`src/rtl/sdram_rom_reader.sv`:
```
module sdram_rom_reader #(
  parameter int unsigned   AW      = 23,
  parameter logic [AW-1:0] BASE    = '0,
  parameter int unsigned   TIMEOUT = 255
) (
  input  logic          clk_sys,
  input  logic          reset,
  input  logic          ioctl_upload,
  input  logic          ioctl_rd,
  input  logic [24:0]   ioctl_addr,
  output logic [7:0]    ioctl_din,
  output logic          ioctl_wait,
  output logic          port_req,
  input  logic          port_ack,
  output logic [AW-1:0] port_a,
  output logic [1:0]    port_ds,
  output logic          port_we,
  input  logic [15:0]   port_q,
  output logic          err
);

  typedef enum logic [1:0] {IDLE, REQ, WAIT, DRAIN} state_t;

  localparam logic [15:0] TO_LAST = 16'(TIMEOUT - 1);

  state_t        state;
  logic [15:0]   word;
  logic [AW-1:0] tag;
  logic          valid;
  logic          lane;
  logic          upload_q;
  logic [15:0]   cnt;
  logic          ack_match;
  logic [AW-1:0] rd_word;
  logic          unused_addr;

  assign ack_match   = (port_ack == port_req);
  assign rd_word     = ioctl_addr[AW:1];
  assign unused_addr = ^ioctl_addr;
  assign port_ds     = 2'b11;
  assign port_we     = 1'b0;

  // port_req is deliberately outside the reset branch so a pending toggle
  // survives reset; DRAIN absorbs the matching ack.
  always_ff @(posedge clk_sys) begin
    if (reset) begin
      state      <= (port_req != port_ack) ? DRAIN : IDLE;
      ioctl_din  <= 8'h00;
      ioctl_wait <= 1'b0;
      port_a     <= '0;
      err        <= 1'b0;
      valid      <= 1'b0;
      word       <= '0;
      tag        <= '0;
      lane       <= 1'b0;
      cnt        <= '0;
      upload_q   <= 1'b0;
    end else begin
      upload_q <= ioctl_upload;

      if (ioctl_rd && ioctl_upload && state != IDLE)
        err <= 1'b1;

      case (state)
        IDLE: begin
          if (ioctl_rd && ioctl_upload) begin
            if (valid && tag == rd_word) begin
              ioctl_din <= ioctl_addr[0] ? word[15:8] : word[7:0];
            end else begin
              lane       <= ioctl_addr[0];
              port_a     <= rd_word + BASE;
              ioctl_wait <= 1'b1;
              state      <= REQ;
            end
          end
        end
        REQ: begin
          port_req <= ~port_req;
          cnt      <= '0;
          state    <= WAIT;
        end
        WAIT: begin
          if (ack_match) begin
            word       <= port_q;
            tag        <= port_a - BASE;
            valid      <= 1'b1;
            ioctl_din  <= lane ? port_q[15:8] : port_q[7:0];
            ioctl_wait <= 1'b0;
            state      <= IDLE;
          end else if (cnt == TO_LAST) begin
            ioctl_din  <= 8'hFF;
            err        <= 1'b1;
            ioctl_wait <= 1'b0;
            cnt        <= '0;
            state      <= DRAIN;
          end else begin
            cnt <= cnt + 16'd1;
          end
        end
        DRAIN: begin
          if (ack_match || cnt == TO_LAST) begin
            cnt   <= '0;
            state <= IDLE;
          end else begin
            cnt <= cnt + 16'd1;
          end
        end
        default: state <= IDLE;
      endcase

      if (upload_q && !ioctl_upload)
        valid <= 1'b0;
    end
  end

endmodule

```
`config.mk`:
```
export PLATFORM = sky130hd
export DESIGN_NAME = sdram_rom_reader
export DESIGN_NICKNAME = d
export VERILOG_FILES = /design/src/rtl/sdram_rom_reader.sv
export SDC_FILE = /design/constraint.sdc
export NUM_CORES = 1
export LEC_CHECK = 0
export BUFFER_PORTS_ARGS = -buffer_cell sky130_fd_sc_hd__buf_2
export CAP_MARGIN = 20
export CORE_MARGIN = 2
export CORE_UTILIZATION = 45
export DETAILED_ROUTE_END_ITERATION = 7
export GPL_ROUTABILITY_DRIVEN = 0
export PLACE_DENSITY = 0.67
export SYNTH_ARGS = -nofsm -noshare
export SYNTH_HDL_FRONTEND = slang
export SYNTH_SLANG_ARGS = --single-unit
```
`constraint.sdc`:
```
create_clock -name clk_sys -period 4.7 [get_ports clk_sys]
set_input_delay 0.235 -clock clk_sys [delete_from_list [all_inputs] [get_ports clk_sys]]
set_output_delay 0.235 -clock clk_sys [all_outputs]
set_load 0.05 [all_outputs]
```
======== After elaboration in Yosys (flattened, before gate mapping) ========
Cells that the tools add are included.
operators by class
  $add $sub $neg .......................... 1
  equal/unequal tests ..................... 16
  multiplexer cells ....................... 28
  bitwise gates (word level) .............. 3
  reductions and logical operators ........ 18
operators by type and width
  kind                                                               number
  16-bit 2-to-1 mux                                                  3
  8-bit 2-to-1 mux                                                   6
  16-bit case mux with 3 select lines                                1
  23-bit == test                                                     1
  16-bit by 1-bit adder with 16-bit output (second input constant)   1
  16-bit by 8-bit == test with 1-bit output (second input constant)  1
  8-bit case mux with 2 select lines                                 1
  2-bit 2-to-1 mux                                                   7
  3-bit != test (second input constant)                              4
  4-bit AND reduction                                                3
  1-bit 2-to-1 mux                                                   8
  2-bit != test (second input constant)                              4
  2-bit case mux with 4 select lines                                 1
  2-bit AND reduction                                                3
  2-bit == test (second input constant)                              2
  1-bit logical AND                                                  4
  4-bit != test (second input constant)                              1
  2-bit nonzero test                                                 2
  1-bit NOT                                                          3
  3-bit AND reduction                                                1
  3-bit nonzero test                                                 1
  2-bit by 1-bit == test with 1-bit output (second input constant)   1
  2-bit logical NOT                                                  1
  1-bit case mux with 2 select lines                                 1
  other kinds (5)                                                    5
storage, ports and cells
  register bits ........................... 94
  input port bits ......................... 46
  output and inout bits ................... 37
  logic and storage cells ................. 78

======== Logic depth before layout (Yosys ltp) ========
Gate-level depths: netlist of the first run.
  depth in word-level cells ............... 6
  gate-level depth with buffers ........... 8
  gate-level depth less buffers ........... 7

======== Least setup slack after synthesis of the first run ========
No wires, ideal clock.
  path kind ............................... register to register
  start ................................... register port_req
  end ..................................... register state[0] (enable)
  setup time .............................. 0.253 ns
  arrival time ............................ 1.760 ns
  required time ........................... 4.447 ns
  path slack .............................. 2.687 ns
  stages on the path, launching flop included .. 6
  buffers on the path ..................... 0
  clock period less this slack ............ 2.013 ns
  cell sequence ........................... edfxtp_1 xor2_2 nand2_1 nor2_1 a211oi_1 a211o_1
on the way
  word-level cells in the longest chain between the ends .. 4
  elaborated cells on any way between the ends .. 5
  classes of those cells .................. eq/ne (3); reduce/logical (2)
ends and longest elaborated chain
  item                                    line  source
  start, declared                         13    output logic port_req,
  start signal, assigned                  78    port_req <= ~port_req;
  1-bit == test *                         37    assign ack_match = (port_ack == port_req);
  1-bit logical OR                        101   if (ack_match || cnt == TO_LAST) begin
  3-bit != test (no source line)          --
  4-bit AND reduction (no source line) *  --
  end signal, assigned                    47    state <= (port_req != port_ack) ? DRAIN : IDLE;
  end, declared                           26    state_t state;
Mark *: on every way between the ends. The rest lies on a longest branch, timed or not.
A chain may end at the register's enable or synchronous reset.

======== Worst setup path after layout of the first run ========
  start ................................... register port_req
  end ..................................... register tag[3]
on the way
  word-level cells in the longest chain between the ends .. 2
ends and longest elaborated chain
  item                                  line  source
  1-bit == test                         37
  2-bit AND reduction (no source line)  --
  end signal, assigned                  85    tag <= port_a - BASE;
  end, declared                         28    logic [AW-1:0] tag;
Every way passes these cells.

==> key figures, run 1 <==
Status
  • Result of the run: complete, no violations

Drt
  • DRC violation count after routing: 0
  • Post-Route WL: 9870 um
  • Detailed-route wire length per cell: 13.8 um
  • Number of vias per cell: 5.08
  • Antenna viol nets, final: 0
  • Number of DRC markers after the initial detailed-route iteration: 102
  • Number of detailed-routing iterations run before antenna repair: 4
  • Vias after detailed routing: 3640

Placed design
  • DP Worst Slack: 2.22 ns
  • Port Buf Inserts: 78
  • Inst Count DP: 700
  • Instance area at placement: 4810 sq um
  • Estimated wirelength of the detail-placed design: 6690 um

Yosys
  • Yosys Warn Count: 0
  • Post-synthesis instance area: 4380 sq um
  • Most used DFF post-synth: sky130_fd_sc_hd__dfxtp_1
  • Flop and latch count out of synthesis: 94
  • Distinct cells, synth: 50
  • Syn Area/Cell: 8.45 sq um
  • Proportion of synthesized flip-flops having asynchronous set or reset: 0%
  • EDFF count, synth: 3
  • Cell count after synthesis: 518
  • Sequential element share of the synthesized area: 43.7%

Clock network
  • Maximum buffer depth of the clock tree: 2
  • Number of buffers added to fix hold violations after cts: 0
  • Post-CTS setup buffer count: 0
  • CTS clk-pin slew, worst paths: 0.10 ns
  • Clock Sinks: 94
  • Post_cts resized: 0
  • CTS tree: done
  • Clock latency on the worst-skew pair: 0.37 ns
  • Number of buffers created by CTS: 9
  • Clk Tree Root Cell: sky130_fd_sc_hd__clkbuf_8
  • Number of H-tree branching levels: 3

Pwr
  • Portion of total power attributed to the clock network: 27.9%
  • Relative contribution of combinational cells to total power: 27.2%
  • Peak ir drop on the vdd network: 0.000207 V
  • Switching portion of total power: 37.1%
  • LEAKAGE: 1.96 nW
  • Net Sw Power: 0.767 mW
  • Power density normalized to cell area: 411 nW/um^2
  • Cell Int Power: 1.30 mW
  • Flop pwr share: 45.0%

Critical path
  • Setup crit start kind: register
  • Type of destination of the critical path: register
  • Worst reg2reg path depth: 5
  • Maximum fanout along the worst path: 21
  • Start of the worst register-to-register path: port_req
  • Crit path arrival time: 2.77 ns
  • Reg2reg end: tag[3]
  • WS Path Type: reg2reg
  • Flop-to-flop setup slack: 2.22 ns
  • WP data required: 4.98 ns

Finish
  • Count of fill cells added during filler insertion: 917
  • Storage cell area: 1910 sq um
  • Area of combinational cells with multiple inputs: 2290 sq um
  • Layout Area Growth over Synthesis: 15.1%
  • Leading cell types in the layout, fill and taps excluded: sky130_fd_sc_hd__nand2_1, sky130_fd_sc_hd__dfxtp_1, sky130_fd_sc_hd__buf_2
  • Non-filler instance count after layout: 717
  • Total number of nets in the final design: 627
  • Most common cell after layout, fill and taps aside: sky130_fd_sc_hd__nand2_1
  • Fin area: 5040 sq um
  • Layout cells sized above 1: 20.0%
  • Number of antenna repair diodes: 0

Global route
  • Wire length of the first global-routing pass: 16500 um
  • Pin count of the biggest net entering global routing: 71
  • Grt met2 use: 33.0%
  • Number of antenna violations at the first check in global routing: 0
  • Busiest grt layer: met2
  • Met3 track demand over resource: 5.97%
  • Global router's overall resource usage: 19.9%
  • Number of global-route vias before repair: 3531
  • Global-route met1 utilization: 24.4%
  • Total overflow reported by the global router: 0

Timing
  • Hold violation total from the final report: 0
  • Final min period: 2.48 ns
  • Pins Over Slew Limit: 0
  • Layout Skew: 0.0163 ns
  • Transition at the pin with the smallest max-transition slack: 1.04 ns
  • Maximum achievable frequency: 403 MHz
  • Setup ws final: 2.22 ns
  • Sum Neg Setup Slack: 0 ns
  • Worst hold-check slack: 0.114 ns
  • Unrepaired setup endpoints after global routing: false
  • Final period util: 52.8%
  • Max_slew headroom: 30.9%
  • Setup-failing EPs final: 0

Die
  • Starting density of the core: 45.6%
  • Die width: 103 um
  • Floorplan core area: 9590 sq um
  • Vertical extent of the die: 103 um
  • Total die area: 10500 sq um
  • Total number of placement rows: 36
  • IO Count: 83

Min path
  • Worst min-delay path startpoint: port_q[8]
  • Worst hold path cell count: 3
  • Worst min-delay path endpoint: word[8]
  • Worst Hold Class: in2reg

Run
  • Number of maximum-capacitance constraint violations: 0
==> worst max-delay path by stage <==
stage / from / end / slack [ns] / depth (start not counted)
6_report: port_req / tag[3] / 2.22 / 5
5_1_grt: port_req / cnt[10] / 1.91 / 5
4_1_cts: port_req / tag[3] / 2.18 / 5
3_5_place_dp: port_req / tag[6] / 2.22 / 5
3_3_place_gp: port_req / tag[11] / 2.24 / 5
2_1_floorplan: port_req / state[0] / 2.69 / 5
==> per-stage QoR <==
stage / power [mW] / util (%)
after global placement: 1.50 / 50.1
after global routing: 2.19 / 52.5
after floorplan: 1.38 / -
after detailed placement: 1.51 / 50.1
final: 2.07 / 52.5
after CTS: 2.09 / 52.3
==> worst max-delay path: stages (launching register included) <==
cell,delay (ns)
sky130_fd_sc_hd__edfxtp_1,0.47
sky130_fd_sc_hd__xor2_2,0.70
sky130_fd_sc_hd__or3_1,0.63
sky130_fd_sc_hd__buf_4,0.37
sky130_fd_sc_hd__nand2_1,0.08
sky130_fd_sc_hd__a21oi_1,0.15
==> synthesized netlist by cell type (2+ instances only) <==
cell                       count  share of area [%]
sky130_fd_sc_hd__buf_6         2               0.51
sky130_fd_sc_hd__o311ai_0      8                1.6
sky130_fd_sc_hd__o21a_1        2               0.34
sky130_fd_sc_hd__nor4_1        5               0.71
sky130_fd_sc_hd__a21oi_1      48                5.5
sky130_fd_sc_hd__buf_2         4               0.46
sky130_fd_sc_hd__mux2_2        8                2.1
sky130_fd_sc_hd__xnor2_1      28                5.6
sky130_fd_sc_hd__nor3_1        7               0.80
sky130_fd_sc_hd__nand3_1       9                1.0
sky130_fd_sc_hd__o21ai_0       8               0.91
sky130_fd_sc_hd__nand2_1     153                 13
sky130_fd_sc_hd__a211o_1       2               0.40
sky130_fd_sc_hd__a21o_1        2               0.34
sky130_fd_sc_hd__nor2_1       20                1.7
sky130_fd_sc_hd__edfxtp_1      3                2.1
sky130_fd_sc_hd__clkbuf_1     22                1.9
sky130_fd_sc_hd__xor2_1        5                1.0
sky130_fd_sc_hd__or3_1         2               0.29
sky130_fd_sc_hd__nor2b_1       2               0.29
sky130_fd_sc_hd__conb_1        2               0.17
sky130_fd_sc_hd__buf_4         3               0.51
sky130_fd_sc_hd__mux2i_1      40                9.1
sky130_fd_sc_hd__ha_1          2               0.57
sky130_fd_sc_hd__inv_1         7               0.60
sky130_fd_sc_hd__nand4_1      10                1.4
sky130_fd_sc_hd__dfxtp_1      91                 42
==> power groups by stage <==
stage | Combinational (mW) | Sequential, mW | Clock, mW
3_5_place_dp | 0.564 | 0.948 | 0
4_1_cts | 0.566 | 0.930 | 0.592
6_report | 0.562 | 0.930 | 0.577
2_1_floorplan | 0.366 | 1.01 | 0
3_3_place_gp | 0.552 | 0.945 | 0
5_1_grt | 0.619 | 0.941 | 0.633
==> registers in the layout, indices dropped and copies added, names as in the netlist <==
signal	cells
cnt	16
err	1
ioctl_din	8
ioctl_wait	1
lane	1
port_a	23
port_req	1
state	2
tag	23
upload_q	1
valid	1
word	16
==> area by class of cell <==
cell class | count | area share, %
Clock buffer | 9 | 2.46
Clock inverter | 7 | 1.74
Inverter | 8 | 0.596
Multi-Input combinational cell | 384 | 45.4
Sequential cell | 94 | 37.9
Tap cell | 133 | 3.30
Timing Repair Buffer | 82 | 8.59
==> kinds of logic after synthesis <==
kind of cell / synth area share, %
simple gates: 21.7
flops: 43.7
compound gates: 11.4
mux: 11.2
buf+inv: 4.26
xor+xnor: 6.97
fa+ha+maj: 0.571
other cells: 0.171
==> layer usage <==
metal | vias to the layer above | wire (um)
met5 | - | 0
met4 | 0 | 252
met3 | 17 | 545
met2 | 81 | 4650
met1 | 1668 | 4430
li1 | 1874 | -
(Power assumes the default switching activity.)
==> run 2: changes to the inputs <==
==> constraint.sdc (replaced) <==
create_clock -name clk_sys -period 2.5 [get_ports clk_sys]
set_input_delay 0.125 -clock clk_sys [delete_from_list [all_inputs] [get_ports clk_sys]]
set_output_delay 0.125 -clock clk_sys [all_outputs]
set_load 0.05 [all_outputs]
==> key figures, run 2 (synthesized netlist as in run 1, its figures left out) <==
Die
  • IO Count: 83 (unchanged)
  • Starting density of the core: 45.6% (unchanged)
  • Total number of placement rows: 36 (unchanged)
  • Floorplan core area: 9590 sq um (unchanged)
  • Total die area: 10500 sq um (unchanged)
  • Die width: 103 um (unchanged)
  • Vertical extent of the die: 103 um (unchanged)

Global route
  • Number of global-route vias before repair: 3519 (-0.34%)
  • Wire length of the first global-routing pass: 16300 um (-0.84%)
  • Total overflow reported by the global router: 0 (unchanged)
  • Number of antenna violations at the first check in global routing: 0 (unchanged)
  • Pin count of the biggest net entering global routing: 50 (-30%)
  • Global router's overall resource usage: 19.7% (-0.14 points)

Finish
  • Area of combinational cells with multiple inputs: 2290 sq um (unchanged)
  • Number of antenna repair diodes: 0 (unchanged)
  • Fin area: 5110 sq um (+1.4%)
  • Total number of nets in the final design: 632 (+0.80%)
  • Layout Area Growth over Synthesis: 16.7%
  • Count of fill cells added during filler insertion: 912 (-0.55%)
  • Storage cell area: 1910 sq um (unchanged)
  • Layout cells sized above 1: 20.5% (+0.51 points)
  • Top flop regs: port_a (23), tag (23)
  • Leading cell types in the layout, fill and taps excluded: sky130_fd_sc_hd__nand2_1, sky130_fd_sc_hd__dfxtp_1, sky130_fd_sc_hd__buf_2
  • Most common cell after layout, fill and taps aside: sky130_fd_sc_hd__nand2_1

Critical path
  • Highest cell delay on the worst timing path: 0.43 ns (-0.27 ns)
  • Crit path arrival time: 2.31 ns (-0.46 ns)
  • Cells along the critical path: inv_1 -> ha_1 -> nor4b_1 -> and4b_1 -> nor2_1 -> a211oi_1 -> a211o_1
  • Type of destination of the critical path: register
  • Logic depth of the worst setup path including buffers: 7 (+2)
  • Critical path buffer and inverter count: 1 (unchanged)
  • Maximum fanout along the worst path: 8 (-62%)
  • Start of the worst register-to-register path: cnt[0]
  • Slowest-stage cell, CP: sky130_fd_sc_hd__and4b_1
  • WS Path Type: reg2reg
  • Reg2reg end: state[0]
  • Top cell family by delay on the critical path: simple AND/OR/NAND/NOR gates
  • Worst reg2reg path depth: 7 (+2)
  • Setup crit start kind: register
  • WP data required: 2.58 ns (-2.40 ns)
  • Flop-to-flop setup slack: 0.27 ns (-1.95 ns)

Min path
  • Worst min-delay path startpoint: port_q[3]
  • Worst hold path cell count: 3 (unchanged)
  • Worst min-delay path endpoint: word[3]
  • Worst Hold Class: in2reg

Timing
  • Hold violation total from the final report: 0 (unchanged)
  • Setup-failing EPs final: 0 (unchanged)
  • Final period util: 89.2% (+36 points)
  • Pins Over Slew Limit: 0 (unchanged)
  • Layout Skew: 0.00964 ns (-0.00668 ns)
  • Max_slew headroom: 62.9% (+32 points)
  • Transition at the pin with the smallest max-transition slack: 0.555 ns (-0.481 ns)
  • Maximum achievable frequency: 448 MHz (+11%)
  • Worst hold-check slack: 0.00928 ns (-0.104 ns)
  • Unrepaired setup endpoints after global routing: false
  • Final min period: 2.23 ns (-0.254 ns)
  • Sum Neg Setup Slack: 0 ns (unchanged)

Drt
  • DRC violation count after routing: 0 (unchanged)
  • Number of DRC markers after the initial detailed-route iteration: 151 (+48%)
  • Antenna viol nets, final: 0 (unchanged)
  • Vias after detailed routing: 3690 (+1.4%)
  • Post-Route WL: 9730 um (-1.4%)
  • Number of detailed-routing iterations run before antenna repair: 4 (unchanged)
  • Number of vias per cell: 5.11 (+0.67%)
  • Detailed-route wire length per cell: 13.5 um (-2.1%)

Placed design
  • Port Buf Inserts: 78 (unchanged)
  • Estimated wirelength of the detail-placed design: 6690 um (about the same)
  • Instance area at placement: 4860 sq um (+1.0%)

Pwr
  • Flop pwr share: 43.1% (-1.9 points)
  • Power density normalized to cell area: 792 nW/um^2 (+93%)
  • Portion of total power attributed to the clock network: 30.0% (+2.1 points)
  • LEAKAGE: 2.00 nW (+1.7%)
  • Switching portion of total power: 34.5% (-2.6 points)
  • Cell Int Power: 2.65 mW (+100%)
  • Relative contribution of combinational cells to total power: 26.9% (-0.3 points)
  • Peak ir drop on the vdd network: 0.000392 V (+90%)
  • Net Sw Power: 1.40 mW (+82%)

Clock network
  • CTS tree: done
  • Post_cts resized: 0 (unchanged)
  • Post-CTS setup buffer count: 0 (unchanged)
  • Clock latency on the worst-skew pair: 0.36 ns (about the same)
  • Clk Tree Root Cell: sky130_fd_sc_hd__clkbuf_8
  • Number of H-tree branching levels: 3 (unchanged)
  • Number of buffers created by CTS: 9 (unchanged)
  • Number of buffers added to fix hold violations after cts: 1 (+1)
  • Clock Sinks: 94 (unchanged)
  • Maximum buffer depth of the clock tree: 2 (unchanged)
  • CTS clk-pin slew, worst paths: 0.09 ns (about the same)

Status
  • Result of the run: complete, no violations

Run
  • Number of maximum-capacitance constraint violations: 0 (unchanged)
-- run 2: how the worst max path moves through the flow --
stage	end	startpoint	slack (ns)
floorplan	state[0]	port_req	0.49
global placement	state[1]	cnt[0]	0.38
detailed placement	state[1]	cnt[0]	0.33
CTS	state[1]	cnt[0]	0.29
global route	state[1]	cnt[0]	0.12
finish	state[0]	cnt[0]	0.27
-- run 2: layout make-up --
| cell class | count | share of cell area [%] |
|---|---|---|
| Multi-Input combinational cell | 384 | 44.7 |
| Sequential cell | 94 | 37.4 |
| Timing Repair Buffer | 87 | 9.25 |
| Tap cell | 133 | 3.26 |
| Clock buffer | 9 | 2.42 |
| Clock inverter | 7 | 2.35 |
| Inverter | 8 | 0.587 |
-- run 2: through the flow --
step	utilization (%)	total power, mW	setup WS, ns	cells
floorplan	-	2.59	0.487	519
global placement	50.6	2.85	0.380	705
detailed placement	50.6	2.87	0.326	705
CTS	53.3	4.09	0.292	722
global route	53.3	4.28	0.123	722
finish	53.3	4.05	0.270	722
-- run 2: routing by layer --
layer	global-route usage, %	share of wire (%)	vias up
met5	0	0	-
li1	-	-	1885
met4	6.36	1.0	0
met2	35.7	49	86
met1	22.8	44	1711
met3	4.75	5.7	8
-- run 2: power by group through the flow --
stage | clock (mW) | combinational (mW) | sequential, mW
after floorplan | 0 | 0.689 | 1.90
after global placement | 0 | 1.08 | 1.77
after detailed placement | 0 | 1.09 | 1.78
after CTS | 1.25 | 1.10 | 1.75
after global routing | 1.31 | 1.20 | 1.77
final | 1.21 | 1.09 | 1.75
-- run 2: worst reg2reg max path: stages, from the launching register on --
cell                       delay, ns
sky130_fd_sc_hd__dfxtp_1        0.35
sky130_fd_sc_hd__inv_1          0.10
sky130_fd_sc_hd__ha_1           0.15
sky130_fd_sc_hd__nor4b_1        0.35
sky130_fd_sc_hd__and4b_1        0.43
sky130_fd_sc_hd__nor2_1         0.15
sky130_fd_sc_hd__a211oi_1       0.25
sky130_fd_sc_hd__a211o_1        0.17
